$ cat config.mk
export PLATFORM = sky130hd
export DESIGN_NAME = booth_mult_flat
export DESIGN_NICKNAME = d
export VERILOG_FILES = /design/src/rtl/booth_mult_if.sv /design/src/rtl/booth_mult.sv /design/src/flat_wrapper.sv
export SDC_FILE = /design/constraint.sdc
export NUM_CORES = 1
export LEC_CHECK = 0
export ABC_AREA = 1
export CAP_MARGIN = 5
export CELL_PAD_IN_SITES_DETAIL_PLACEMENT = 0
export CELL_PAD_IN_SITES_GLOBAL_PLACEMENT = 1
export CORE_MARGIN = 2
export CORE_UTILIZATION = 41
export DETAILED_ROUTE_END_ITERATION = 8
export GPL_TIMING_DRIVEN = 0
export PLACE_DENSITY = 0.84
export SYNTH_ARGS = -nofsm -noshare
export SYNTH_HDL_FRONTEND = slang
export SYNTH_SLANG_ARGS = --single-unit
$ cat constraint.sdc
create_clock -name clk -period 6 [get_ports clk]
set_input_delay 0.6 -clock clk [delete_from_list [all_inputs] [get_ports clk]]
set_output_delay 0.6 -clock clk [all_outputs]
set_load 0.02 [all_outputs]
$ cat src/rtl/booth_mult_if.sv
// Operand/result bundle for the radix-4 Booth multiplier.
// Ports: A, B, start (to multiplier); ready, out (from multiplier).
interface booth_mult_if;
  logic signed [31:0] A;
  logic signed [31:0] B;
  logic               start;
  logic               ready;
  logic signed [63:0] out;

  modport master (
    output A,
    output B,
    output start,
    input  ready,
    input  out
  );

  modport slave (
    input  A,
    input  B,
    input  start,
    output ready,
    output out
  );
endinterface

$ cat src/rtl/booth_mult.sv
// Signed 32x32->64 sequential multiplier, radix-4 Booth, two digits/clock.
// Ports: clk, rst (sync, active-high), bus (slave: A, B, start, ready, out).
module booth_mult (
  input  logic clk,
  input  logic rst,
  booth_mult_if.slave bus
);

  typedef enum logic [1:0] {
    IDLE,
    BUSY,
    DONE
  } state_e;

  // acc layout: {hi[33:0], lo[31:0], b_-1}
  state_e       state_q, state_d;
  logic [2:0]   cnt_q, cnt_d;
  logic [33:0]  m_q, m_d;
  logic [66:0]  acc_q, acc_d;
  logic [63:0]  out_q, out_d;

  // One Booth digit: add the selected multiple of M into the upper
  // 34 bits, then arithmetic-shift the whole accumulator right by 2.
  function automatic logic [66:0] booth_step(
    input logic [66:0] a,
    input logic [33:0] m
  );
    logic [33:0] pp;
    logic [33:0] hi;
    unique case (a[2:0])
      3'b001,
      3'b010:  pp = m;
      3'b011:  pp = m << 1;
      3'b100:  pp = -(m << 1);
      3'b101,
      3'b110:  pp = -m;
      default: pp = '0;
    endcase
    hi = a[66:33] + pp;
    return {hi[33], hi[33], hi, a[32:2]};
  endfunction

  logic [66:0] acc_nx;

  always_comb begin
    acc_nx = booth_step(booth_step(acc_q, m_q), m_q);
  end

  always_comb begin
    state_d = state_q;
    cnt_d   = cnt_q;
    m_d     = m_q;
    acc_d   = acc_q;
    out_d   = out_q;
    unique case (state_q)
      BUSY: begin
        acc_d = acc_nx;
        cnt_d = cnt_q + 3'd1;
        if (cnt_q == 3'd7) begin
          out_d   = acc_nx[64:1];
          state_d = DONE;
        end
      end
      default: begin
        if (bus.start) begin
          m_d     = {{2{bus.A[31]}}, bus.A};
          acc_d   = {34'b0, bus.B, 1'b0};
          cnt_d   = 3'd0;
          state_d = BUSY;
        end
      end
    endcase
  end

  always_ff @(posedge clk) begin
    if (rst) begin
      state_q <= IDLE;
      cnt_q   <= '0;
      m_q     <= '0;
      acc_q   <= '0;
      out_q   <= '0;
    end else begin
      state_q <= state_d;
      cnt_q   <= cnt_d;
      m_q     <= m_d;
      acc_q   <= acc_d;
      out_q   <= out_d;
    end
  end

  assign bus.ready = (state_q == DONE);
  assign bus.out   = out_q;

endmodule

$ cat src/flat_wrapper.sv
// flat-port wrapper written by rule: the top's interface ports become plain ports
module booth_mult_flat 
  (clk, rst, bus_A, bus_B, bus_start, bus_ready, bus_out);
  booth_mult_if bus_i ();
  input  logic clk;
  input  logic rst;
  input wire logic [$bits(bus_i.A)-1:0] bus_A;
  input wire logic [$bits(bus_i.B)-1:0] bus_B;
  input wire logic [$bits(bus_i.start)-1:0] bus_start;
  output wire logic [$bits(bus_i.ready)-1:0] bus_ready;
  output wire logic [$bits(bus_i.out)-1:0] bus_out;
  assign bus_i.A = bus_A;
  assign bus_i.B = bus_B;
  assign bus_i.start = bus_start;
  assign bus_ready = bus_i.ready;
  assign bus_out = bus_i.out;
  booth_mult u_core (.clk(clk), .rst(rst), .bus(bus_i));
endmodule
; Yosys cells after proc, flatten, opt, wreduce, memory -nomap -nowiden
; Cells that the tools add are included.
[word_totals]
inputBits = 67
regBits = 168
[classes]
eq_ne = 16
add_sub_neg = 5
bitwise = 1
reduce_logical = 8
n_mux = 9
[op_table]
columns = op, n
row1 = 34-bit case mux with 4 select lines, 2
row2 = 67-bit two-way mux, 2
row3 = 34-bit adder, 2
row4 = 34-bit negation, 2
row5 = "3-bit equality test, second input constant", 7
row6 = "3-bit by 2-bit equality test with 1-bit output, second input constant", 4
row7 = 2-bit OR reduction, 4
row8 = "3-bit by 1-bit equality test with 1-bit output, second input constant", 2
row9 = 2-bit two-way mux, 3
row10 = 3-bit two-way mux, 2
row11 = 2-bit AND reduction, 3
row12 = "3-bit by 1-bit adder with 3-bit output, second input constant", 1
row13 = "2-bit by 1-bit equality test with 1-bit output, second input constant", 1
row14 = "2-bit equality test, second input constant", 1
row15 = "2-bit by 1-bit inequality test with 1-bit output, second input constant", 1
row16 = 2-bit nonzero test, 1
row17 = 1-bit NOT, 1

; Logic depth before layout (Yosys ltp)
[depth]
word_depth = 6
ltp_mapped = 39
mapped_depth_nobuf = 39

; Least setup slack after synthesis
; Ideal clock, no wire load.
[synth_timing]
path_type = register to register
startpoint = register u_core.m_q[1]
endpoint = register u_core.acc_q[65]
stages_incl_launch_ff = 33
setup_time_ns = 0.067
period_less_slack_ns = 4.607
slack_ns = 1.393
arrival_time_ns = 4.539
cell_sequence = dfxtp_1 -> inv_1 -> ha_1 -> nand3_2 -> nor2_4 -> nand4_2 -> nor3_4 -> nand2_1 -> xor2_1 -> inv_1 -> a221o_1 -> ha_1 -> nand2_1 -> nor2_1 -> nand2_1 -> nor4b_1 -> nand2_1 -> o211ai_1 -> nand2_1 -> nand3_1 -> a21oi_1 -> xor2_1 -> ha_1 -> nand2_1 -> nor2_1 -> inv_1 -> nor3_1 -> o21ai_0 -> nand3_1 -> inv_1 -> nand3_1 -> nand3_2 -> a21oi_2
[synth_between]
elab_chain_len = 5
word_cells_on_any_way = 7
classes_between = 4 x add/sub / 3 x mux
[synth_lines]
columns = element, line
row1 = from (decl), booth_mult.sv:18  ; logic [33:0] m_q, m_d;
row2 = from (signal assigned), booth_mult.sv:85  ; m_q <= m_d;
row3 = "34-bit negation, on equally long branches", "booth_mult.sv:36, booth_mult.sv:34"
row4 = 34-bit case mux with 4 select lines, booth_mult.sv:30  ; unique case (a[2:0])
row5 = 34-bit adder, booth_mult.sv:39  ; hi = a[66:33] + pp;
row6 = 34-bit adder *, booth_mult.sv:39
row7 = 67-bit two-way mux *, booth_mult.sv:55  ; unique case (state_q)
row8 = to (signal assigned), booth_mult.sv:80  ; acc_q <= '0;
row9 = to (signal assigned), booth_mult.sv:86  ; acc_q <= acc_d;
row10 = to (decl), booth_mult.sv:19  ; logic [66:0] acc_q, acc_d;
; Mark *: on every way between the ends. The rest lies on a longest branch, timed or not.
; A chain may end at the register's enable or synchronous reset.

; Worst setup path after layout
[layout_timing]
startpoint = register u_core.acc_q[0]
endpoint = register u_core.out_q[63], in the netlist u_core.bus.out[63]
[layout_between]
elab_chain_len = 5
word_cells_on_any_way = 11
classes_between = 2 x add/sub / 6 x eq/ne / 1 x mux / 2 x reduce/logical
[layout_lines]
columns = element, line
row1 = "3-bit equality test, or another cell as far along", booth_mult.sv:30
row2 = 2-bit OR reduction, booth_mult.sv:30
row3 = 34-bit case mux with 4 select lines *, booth_mult.sv:30
row4 = 34-bit adder * (2 in series), booth_mult.sv:39
row5 = to (signal assigned), booth_mult.sv:87  ; out_q <= out_d;
row6 = to (decl), booth_mult.sv:20  ; logic [63:0] out_q, out_d;
; Marks and branches as above.

==> run summary <==
Area Overhead vs Synth = 22.4%
PwrDens = 226 mW/mm^2
CTS sink count = 166
Min Hold Slack = 0.468 ns
placed cell areas = 0.0138 mm^2
Fin Clk Skew = 0.0146 ns
share of layout cells above drive strength 1 = 7.94%
DRT antenna net count = 0
first-pass GRT wire length = 69.6 mm
TritonCTS clock tree = built
FP Rows = 62
crit path DAT = 6.11 ns
YS warnings = 0
n_diodes = 0
Post-Syn Nets = 1946
Worst Path Class, Setup = flop to flop
# IOs = 132
Hold Path Class = flop to flop
vias in the first global route = 12273
Finished Cell Area = 0.0147 mm^2
DR vias/cell = 5.52
min Tclk post-route = 5.76 ns
CTS clk-pin slew, worst paths = 0.08 ns
H-tree levels = 4
CP peak stage delay = 0.39 ns
maximum clock insertion buffer count = 2
fin. max-slew vios = 0
drt initial violations = 1239
layout net count = 2103
synth unique cells = 55
DIE WIDTH = 175 um
Worst Tran Pin Value = 0.948 ns
CP Capture Type = flop
cell repeated most along the worst path = nand2_1
core box area = 0.0288 mm^2
RSZ-0062 raised after global routing = yes
TNS Setup = 0 ns
residual DRC count = 0
worst skew pair latency = 0.45 ns
CTS root buf = clkbuf_16
via count = 13044
effective utilization at floorplan = 41.8%
CTS Hold Bufs = 0
Fmax = 0.174 GHz
fin crit share = 96.0%
TritonCTS Buffers = 17
Cell Area, Synth = 0.0120 mm^2
Max-Cap Viols = 0
Cells after Synth = 1808
Synth area leaders = dfxtp_1 28%, nand2_1 14%, a21oi_1 7.6%
slowest CP cell = a221o_1
largest net degree at the start of global routing = 19
syn_area_per_cell = 6.66 um^2
crit path max fanout = 10
Static Leakage = 6.66 nW
Peak supply drop = 0.203 mV
Seq/Total Area, Yosys = 27.6%
relative max-transition margin = 36.6%
fillers = 2974
I/O Buffers = 130
area of the die = 0.0308 mm^2
status = completed
estimated wirelength of the detail-placed design = 36.5 mm
dominant cell type by area after synthesis = dfxtp_1
Post-synth EDFFs = 0
GRT overflow = 0
DR WL/cell = 19.3 um
FF+latch count, synth = 166
Placer Congestion = 0.945
FFs w/ async S/R, synth = 0%
Startpoint Class = flop
Yosys top cell area share = 27.6%
number of antenna violations at the first check in global routing = 0
Pre-antenna DRT Iters = 5
Global Route Usage Sum = 29.3%
DRT Wirelength = 45.6 mm
final hold violations = 0
Die H = 175 um
Synth Flop Type = dfxtp_1
Final Setup Violations = 0
CP Data Required Time = 6.36 ns
critical path: cells and delay by family (launching register included):
kind / cells / cell delay (ns)
and+or+nand+nor: 14 / 1.61
xor gates and xnor gates: 1 / 0.12
DFF: 1 / 0.32
adders and majority gates: 2 / 0.72
AOI/OAI and AO/OA: 9 / 2.01
buffers and inverters: 8 / 0.88
where the power goes:
part | leakage [nW] | internal (W) | switching [W]
registers | 1.35 | 0.00115 | 0.0000437
logic | 5.03 | 0.000344 | 0.000669
clock network | 0.278 | 0.000557 | 0.000566
logic make-up after synthesis:
kind of cell               Yosys count  synth area share [%]
xor gates and xnor gates            81                  5.89
and+or+nand+nor                    687                  23.9
DFF                                166                  27.6
buffers and inverters              302                  9.50
AOI/OAI and AO/OA                  501                  25.6
adders and majority gates           71                  7.50
final cells by class:
class / count / area (um^2) / share of cell area (%)
buffer: 76 / 307 / 2.08
clock buffer: 17 / 425 / 2.89
clock inverter: 15 / 159 / 1.08
inverter: 226 / 851 / 5.77
multi-input combinational: 1340 / 7840 / 53.1
sequential: 166 / 3320 / 22.5
tap: 384 / 480 / 3.26
timing repair buffer: 138 / 1360 / 9.23
registers in the layout, summed over array words and instances (netlist names):
| signal | flops |
|---|---|
| u_core.cnt_q | 3 |
| u_core.state_q | 2 |
| u_core.acc_q | 65 |
| u_core.bus.out | 64 |
| u_core.m_q | 32 |
metal layers:
metal | share of wire [%] | vias to the layer above | GRT usage, % | wire [um]
li1 | - | 6377 | - | -
met1 | 46 | 6142 | 41.7 | 21100
met5 | 0 | - | 0 | 0
met4 | 3.1 | 0 | 9.58 | 1390
met2 | 44 | 461 | 46.0 | 20100
met3 | 6.5 | 64 | 3.40 | 2960
metrics by stage:
| stage | power [W] | setup slack (ns) | util, % | instances |
|---|---|---|---|---|
| floorplan | 0.00186 | 1.39 | - | 1808 |
| global placement | 0.00218 | -0.474 | 48.0 | 2322 |
| detailed placement | 0.00218 | -0.438 | 48.0 | 2322 |
| CTS | 0.00330 | -0.0563 | 50.3 | 2356 |
| global route | 0.00349 | -0.0575 | 51.2 | 2362 |
| finish | 0.00333 | 0.241 | 51.2 | 2362 |
synth_stat cells, drive strengths merged, types with 2 or more instances:
library cell / count
o21ai: 127
nand3: 68
a21oi: 188
nand3b: 2
a31oi: 4
ha: 69
buf: 11
nor3: 16
nand2: 465
fa: 2
inv: 217
o21bai: 33
nor4: 3
clkinv: 9
dfxtp: 166
a211oi: 3
a221o: 25
o221ai: 11
clkbuf: 65
a221oi: 22
o211ai: 25
o22ai: 29
xor2: 59
o2111ai: 7
xnor2: 22
a21boi: 5
a21o: 17
nor2: 126
nand4: 4
cell usage in the layout (no fill, tap or decap), types with 21 or more instances in the layout:
cell type        count
nand3_1             58
nand2_1            452
a21oi_1            173
a221o_1             25
o211ai_1            25
nor2_1             110
a221oi_1            21
o22ai_1             29
ha_1                62
o21bai_1            31
xnor2_1             22
inv_1              203
clkbuf_1            57
dfxtp_1            166
clkdlybuf4s50_1    130
xor2_1              54
o21ai_0            109
final timing paths:
kind                                  from                              end  slack, ns  cells after the start
min          u_core.acc_q[15]$_SDFFE_PP0P_  u_core.bus.out[10]$_SDFFE_PP0P_       0.47                      2
max reg2reg   u_core.acc_q[0]$_SDFFE_PP0P_  u_core.bus.out[63]$_SDFFE_PP0P_       0.24                     34
min reg2reg  u_core.acc_q[15]$_SDFFE_PP0P_  u_core.bus.out[10]$_SDFFE_PP0P_       0.47                      2
max           u_core.acc_q[0]$_SDFFE_PP0P_  u_core.bus.out[63]$_SDFFE_PP0P_       0.24                     34
timing repair:
item,in CTS,in global routing
pin swaps,3,9
resized for setup,14,69
gates cloned,0,0
buffers inserted,2,6
setup endpoints to repair,16,26
(Power assumes the default switching activity.)
